### src/rtl/total_alu.sv
// 32-bit MIPS-style ALU with a sequential restoring unsigned divider feeding HI/LO.
// Optional build macro TOTAL_ALU_DIVZERO_FAST_EN: divide by zero completes on the start edge.
module total_alu (
    input  logic        clk,
    input  logic        reset,
    input  logic [31:0] dataA,
    input  logic [31:0] dataB,
    input  logic [5:0]  Signal,
    output logic [31:0] Output
);

    localparam int unsigned DATA_W  = 32;
    localparam int unsigned CNT_W   = 6;
    localparam int unsigned FUNCT_W = 6;

    localparam logic [FUNCT_W-1:0] OP_SLL  = FUNCT_W'(0);
    localparam logic [FUNCT_W-1:0] OP_MFHI = FUNCT_W'(16);
    localparam logic [FUNCT_W-1:0] OP_MFLO = FUNCT_W'(18);
    localparam logic [FUNCT_W-1:0] OP_DIVU = FUNCT_W'(27);
    localparam logic [FUNCT_W-1:0] OP_ADD  = FUNCT_W'(32);
    localparam logic [FUNCT_W-1:0] OP_SUB  = FUNCT_W'(34);
    localparam logic [FUNCT_W-1:0] OP_AND  = FUNCT_W'(36);
    localparam logic [FUNCT_W-1:0] OP_OR   = FUNCT_W'(37);
    localparam logic [FUNCT_W-1:0] OP_SLT  = FUNCT_W'(42);

    localparam logic [CNT_W-1:0] LAST_ITER = CNT_W'(DATA_W - 1);

    logic [DATA_W-1:0]  hi_q, hi_d, lo_q, lo_d;
    logic [DATA_W-1:0]  rem_q, rem_d, quo_q, quo_d, div_q, div_d;
    logic [FUNCT_W-1:0] prev_sig_q;
    logic [CNT_W-1:0]   count_q, count_d;
    logic               busy_q, busy_d;
    logic               start_c;
    logic [DATA_W:0]    rem_sh_c;

    // Combinational result mux
    always_comb begin
        Output = '0;
        case (Signal)
            OP_AND:  Output = dataA & dataB;
            OP_OR:   Output = dataA | dataB;
            OP_ADD:  Output = dataA + dataB;
            OP_SUB:  Output = dataA - dataB;
            OP_SLT:  Output = DATA_W'($signed(dataA) < $signed(dataB));
            OP_SLL:  Output = dataA << dataB[4:0];
            OP_MFHI: Output = hi_q;
            OP_MFLO: Output = lo_q;
            default: Output = '0;
        endcase
    end

    // Divider next-state: one restoring shift-subtract step per cycle while busy
    always_comb begin
        hi_d     = hi_q;
        lo_d     = lo_q;
        rem_d    = rem_q;
        quo_d    = quo_q;
        div_d    = div_q;
        count_d  = count_q;
        busy_d   = busy_q;
        start_c  = (Signal == OP_DIVU) && (prev_sig_q != OP_DIVU) && !busy_q;
        rem_sh_c = {rem_q, quo_q[DATA_W-1]};

        if (busy_q) begin
            if (rem_sh_c >= {1'b0, div_q}) begin
                rem_d = DATA_W'(rem_sh_c - {1'b0, div_q});
                quo_d = {quo_q[DATA_W-2:0], 1'b1};
            end else begin
                rem_d = rem_sh_c[DATA_W-1:0];
                quo_d = {quo_q[DATA_W-2:0], 1'b0};
            end
            count_d = count_q + CNT_W'(1);
            if (count_q == LAST_ITER) begin
                hi_d    = rem_d;
                lo_d    = quo_d;
                busy_d  = 1'b0;
                count_d = '0;
            end
        end else if (start_c) begin
`ifdef TOTAL_ALU_DIVZERO_FAST_EN
            if (dataB == '0) begin
                hi_d = dataA;
                lo_d = '1;
            end else begin
                rem_d   = '0;
                quo_d   = dataA;
                div_d   = dataB;
                count_d = '0;
                busy_d  = 1'b1;
            end
`else
            rem_d   = '0;
            quo_d   = dataA;
            div_d   = dataB;
            count_d = '0;
            busy_d  = 1'b1;
`endif
        end
    end

    always_ff @(posedge clk or posedge reset) begin
        if (reset) begin
            hi_q       <= '0;
            lo_q       <= '0;
            rem_q      <= '0;
            quo_q      <= '0;
            div_q      <= '0;
            count_q    <= '0;
            busy_q     <= 1'b0;
            prev_sig_q <= '0;
        end else begin
            hi_q       <= hi_d;
            lo_q       <= lo_d;
            rem_q      <= rem_d;
            quo_q      <= quo_d;
            div_q      <= div_d;
            count_q    <= count_d;
            busy_q     <= busy_d;
            prev_sig_q <= Signal;
        end
    end

endmodule

### config.mk
export PLATFORM = sky130hd
export DESIGN_NAME = total_alu
export DESIGN_NICKNAME = d
export VERILOG_FILES = /design/src/rtl/total_alu.sv
export SDC_FILE = /design/constraint.sdc
export NUM_CORES = 1
export LEC_CHECK = 0
export ABC_AREA = 0
export BUFFER_PORTS_ARGS = -buffer_cell sky130_fd_sc_hd__buf_2
export CAP_MARGIN = 20
export CORE_ASPECT_RATIO = 0.6
export CORE_MARGIN = 2
export CORE_UTILIZATION = 63
export DETAILED_ROUTE_END_ITERATION = 7
export GPL_ROUTABILITY_DRIVEN = 0
export PLACE_DENSITY = 0.83
export SETUP_SLACK_MARGIN = 0.2
export SYNTH_ARGS = -nofsm -noshare
export SYNTH_HDL_FRONTEND = slang
export SYNTH_SLANG_ARGS = --single-unit
### constraint.sdc
create_clock -name clk -period 6.9 [get_ports clk]
set_input_delay 0.69 -clock clk [delete_from_list [all_inputs] [get_ports clk]]
set_output_delay 0.69 -clock clk [all_outputs]
set_load 0.03 [all_outputs]
After elaboration in Yosys (flattened, before gate mapping)
Index checks and enable logic that the tools add are counted.
Widths: inputs -> output; s select.
Word-level totals
  input bits: 72
  word-level logic and storage cells: 48
  output and inout port bits: 32
  flip-flop bits (word level): 173
Operators by class
  bitwise logic cells: 3
  reductions and logical operators: 7
  shift-type cells: 1
  $lt $le $gt $ge: 2
  eq/ne operators: 10
  add/subtract/negate cells: 4
  mux-type cells: 13
Operators by type and width (number)
  $pmux 32 s8: 1
  $mux 32: 5
  $sub 32x32->32: 2
  $ge 33x32->1: 1
  $add 32x32->32: 1
  $and 32x32->32: 1
  $lt 32x32->1: 1
  $or 32x32->32: 1
  $shl 32x5->32: 1
  $eq 6x6->1 const B: 5
  $eq 6x5->1 const B: 4
  $mux 6: 3
  $add 6x1->6 const B: 1
  $logic_not 6->1: 1
  $ne 6x5->1 const B: 1
  $mux 1: 4
  $reduce_and 2->1: 2
  $logic_and 1x1->1: 2
  $reduce_bool 2->1: 1
  $logic_not 1->1: 1
  $not 1->1: 1

Longest topological paths before layout
  word-level depth: 5
  gate-level depth with buffers: 14
  mapped depth without buffers: 13

Worst setup path after synthesis
OpenSTA, ideal clock, no wires.
  kind: input -> output
  from: input dataB[1]
  to: output Output[0]
  slack: 2.042 ns
  buffers on the path: 3
  data arrival time: 4.168 ns
  cell stages on the path: 14
  path through: buf_2 > buf_1 > buf_2 > inv_1 > fa_1 > and2b_1 > o21a_1 > nor3_4 > o21a_2 > o31ai_2 > a221oi_2 > o311a_1 > nor4_1 > o21ai_0
On the way
  cells in the longest elaborated chain, start to end: 2
RTL lines
  start: declaration: RTL line 7  | input logic [31:0] dataB,
  $lt 32x32->1 / $shl 32x5->32 (equally long branches): RTL line 44, 45
  $pmux 32 s8 (*): RTL line 39  | case (Signal)
  end: declaration: RTL line 9  | output logic [31:0] Output
Every way passes the cells marked *; elsewhere a longest branch is shown, timed or not.

Worst setup path after layout
  from: input dataB[3]
  to: output Output[30]
On the way
  cells in the longest elaborated chain, start to end: 2
RTL lines
  $sub 32x32->32, or another cell as far along: RTL line 43  | OP_SUB: Output = dataA - dataB;
  $pmux 32 s8 (*): RTL line 39
Marked as above.

==> results_dict.tcl <==
set metrics [dict create \
    antenna_cells_inserted 0 \
    cts_sinks 173 \
    nFillCells 1938 \
    worst_pin_slew_ns 1.01 \
    finalSetupTns_ns 0 \
    drc_errors 0 \
    final_nets 2177 \
    yosysTopAreaCell "dfrtp_1" \
    die_w_um 207 \
    rsz0062_at_grt "no" \
    die_area_um2 26000 \
    io_buffers 103 \
    synth-seq-area-share 0.278 \
    path_class "in -> out" \
    ys_types 88 \
    synth_compound_area_frac 0.254 \
    cts_resized 0 \
    synthXorXnorAreaFrac 0.0287 \
    ctsHoldBuffers 0 \
    cpMostUsedCell "buf_2" \
    drt-initial-drc-count 2851 \
    path_cells "buf_2 > inv_1 > ha_1 > o21ai_0 > nor2_1 > a2bb2oi_1 > a211oi_1 > o31ai_1 > a41oi_1 > or4_1 > nand3_1 > buf_2" \
    grt_usage 0.402 \
    status "complete, no violations" \
    core_area_um2 24200 \
    postSynthAreaPerCell_um2 7.99 \
    total_power_mw 4.58 \
    syn_to_final_growth_pct 7.73 \
    instances_no_fill 2299 \
    vias_per_cell 6.93 \
    hold_class "in -> reg" \
    ant_nets 0 \
    cp_slowest_cell "ha_1" \
    slew-limit-headroom 0.324 \
    wire_per_inst_um 22.8 \
    finalCritPeriodShare 0.834 \
    cap_violations 0 \
    root_buffer "clkbuf_16" \
    hold_violations 0 \
    ys_async_sr_fraction 1.00 \
    synth_top_family_by_area "compound AO/OA/AOI/OAI gates" \
    fp.dieH_um 126 \
    synthAdderAreaFrac 0.115 \
    dr.pass1.iters 7 \
    grt_pass1_wl_um 81000 \
    endpoint_kind "primary output" \
    fp-row-count 44 \
    p_leak_nw 7.99 \
    cp-start-kind "input port" \
    cts_setup_buffers 0 \
    ys.flop_type "dfrtp_1" \
    r2r_start "rem_q[27]$_DFFE_PP0P_" \
    placedCellCount 2265 \
    clk_latency_ns 0.46 \
    synthMuxAreaShare 0.0910 \
    drive_gt1_frac 0.105 \
    clk_pin_slew_ns 0.07 \
    dp_hpwl_um 38500 \
    cpPeakStageDelay_ns 0.59 \
    clock_skew_ns 0.0105 \
    cp_max_fo 37 \
    min_from "Signal[4]" \
    drv_slew 0 \
    synth-edff-count 0 \
    worst_ep_required_time_ns 6.21 \
    clock.fmax_ghz 0.174 \
    grt_max_degree 108 \
    yosys-top-cells-area "dfrtp_1, ha_1, nand2_1, mux2i_1, o21ai_0" \
    wirelength_um 52500 \
    gr-total-overflow 0 \
    ioPinCount 104 \
    crit_start "dataB[3]" \
    crit_buf_inv 3 \
    synthCells 1949 \
    cts_htree_levels 4 \
    peakVddDrop_mv 0.211 \
    numCtsBuffers 17 \
    num_vias 15925 \
    cp.arrival_ns 5.07 \
    antenna_found_initial 2 \
    synth_fp_nets 2162 \
    fin_crit_ns 5.76 \
    cts_tree "done" \
    synth_top_area_share 0.278 \
    path_delay_family "compound AO/OA/AOI/OAI gates" \
    start_util 0.643 \
    yosys_register_bits 173 \
    netlist_area_um2 15600 \
    finalSetupViolations 0 \
    synth_simple_gate_area_frac 0.165 \
    yosysWarnings 0 \
    cts_buffer_depth 2 \
    grt_pass1_vias 14579 \
    p_per_area_nw_per_um2 273 \
]
## power breakdown
| part | internal (mW) | switching (mW) |
|---|---|---|
| clock network | 0.607 | 0.445 |
| registers | 1.25 | 0.177 |
| logic | 0.782 | 1.32 |
## layout make-up
cell class	count	area (um^2)	area share
inverter	148	561	0.0334
multi-input combinational	1502	10200	0.608
timing repair buffer	122	659	0.0393
sequential	173	4330	0.258
clock inverter	10	153	0.00910
tap	322	403	0.0240
clock buffer	22	474	0.0283
## kinds of logic after synthesis
family	count (synthesis)
flops	173
xor+xnor	51
mux	121
compound gates	604
buf+inv	274
simple gates	585
fa+ha+maj	141
## path summary, 6_finish.rpt
kind,endpoint,slack [ns],cells past startpoint
hold reg to reg,lo_q[23]$_DFFE_PP0P_,0.48,2
setup / recovery,Output[30],1.14,12
min in group asynchronous,div_q[10]$_DFFE_PP0P_,0.46,2
hold / removal,prev_sig_q[4]$_DFF_PP0_,0.38,1
setup reg to reg,hi_q[6]$_DFFE_PP0P_,2.56,9
max in group asynchronous,hi_q[20]$_DFFE_PP0P_,5.01,3
## cells in the mapped netlist, types with 16 or more instances
master and count:
nor3_1 23, o21ai_1 17, a31oi_1 21, nand3_1 28, buf_2 16, nand4_1 16
o22ai_1 19, nor2_1 103, clkbuf_1 96, nand2_1 325, ha_1 138, a21oi_1 139
o21ai_0 163, mux2i_1 92, inv_1 145, o211ai_1 17, a21o_1 28, dfrtp_1 173
a211oi_1 37, xnor2_1 44
## layer usage
layer	global-route usage	vias up	share of wire
met5	0	-	0
met3	0.156	216	0.15
li1	-	6984	-
met1	0.573	7489	0.40
met2	0.545	1236	0.40
met4	0.154	0	0.045
## flip-flops by register name (all words and copies together) (netlist names)
signal	cells
rem_q	32
hi_q	32
lo_q	32
quo_q	32
div_q	32
prev_sig_q	6
busy_q	1
count_q	6
## metrics by stage
stage | utilization | setup slack [ns] | hold slack, ns | cell area (um^2)
floorplan | - | 1.52 | 0.445 | 15600
global placement | 0.666 | 1.56 | 0.459 | 16100
detailed placement | 0.666 | 1.42 | 0.462 | 16100
CTS | 0.692 | 1.39 | 0.375 | 16800
global route | 0.692 | 0.996 | 0.380 | 16800
finish | 0.692 | 1.14 | 0.377 | 16800
## placed cells by master, fill, tap and decap left out, types with 15 or more instances in the layout
cell	count
inv_1	144
buf_2	104
nand3_1	28
buf_4	17
o211ai_1	17
o31ai_1	15
o21ai_1	17
a21o_1	28
dfrtp_1	172
nand2_1	325
ha_1	138
xnor2_1	44
a221oi_1	15
o21ai_0	163
a31oi_1	21
clkbuf_16	17
a211oi_1	37
a21oi_1	139
nor2_1	101
mux2i_1	92
nand4_1	16
mux4_2	15
nor3_1	23
o22ai_1	19
(Power assumes the default switching activity.)
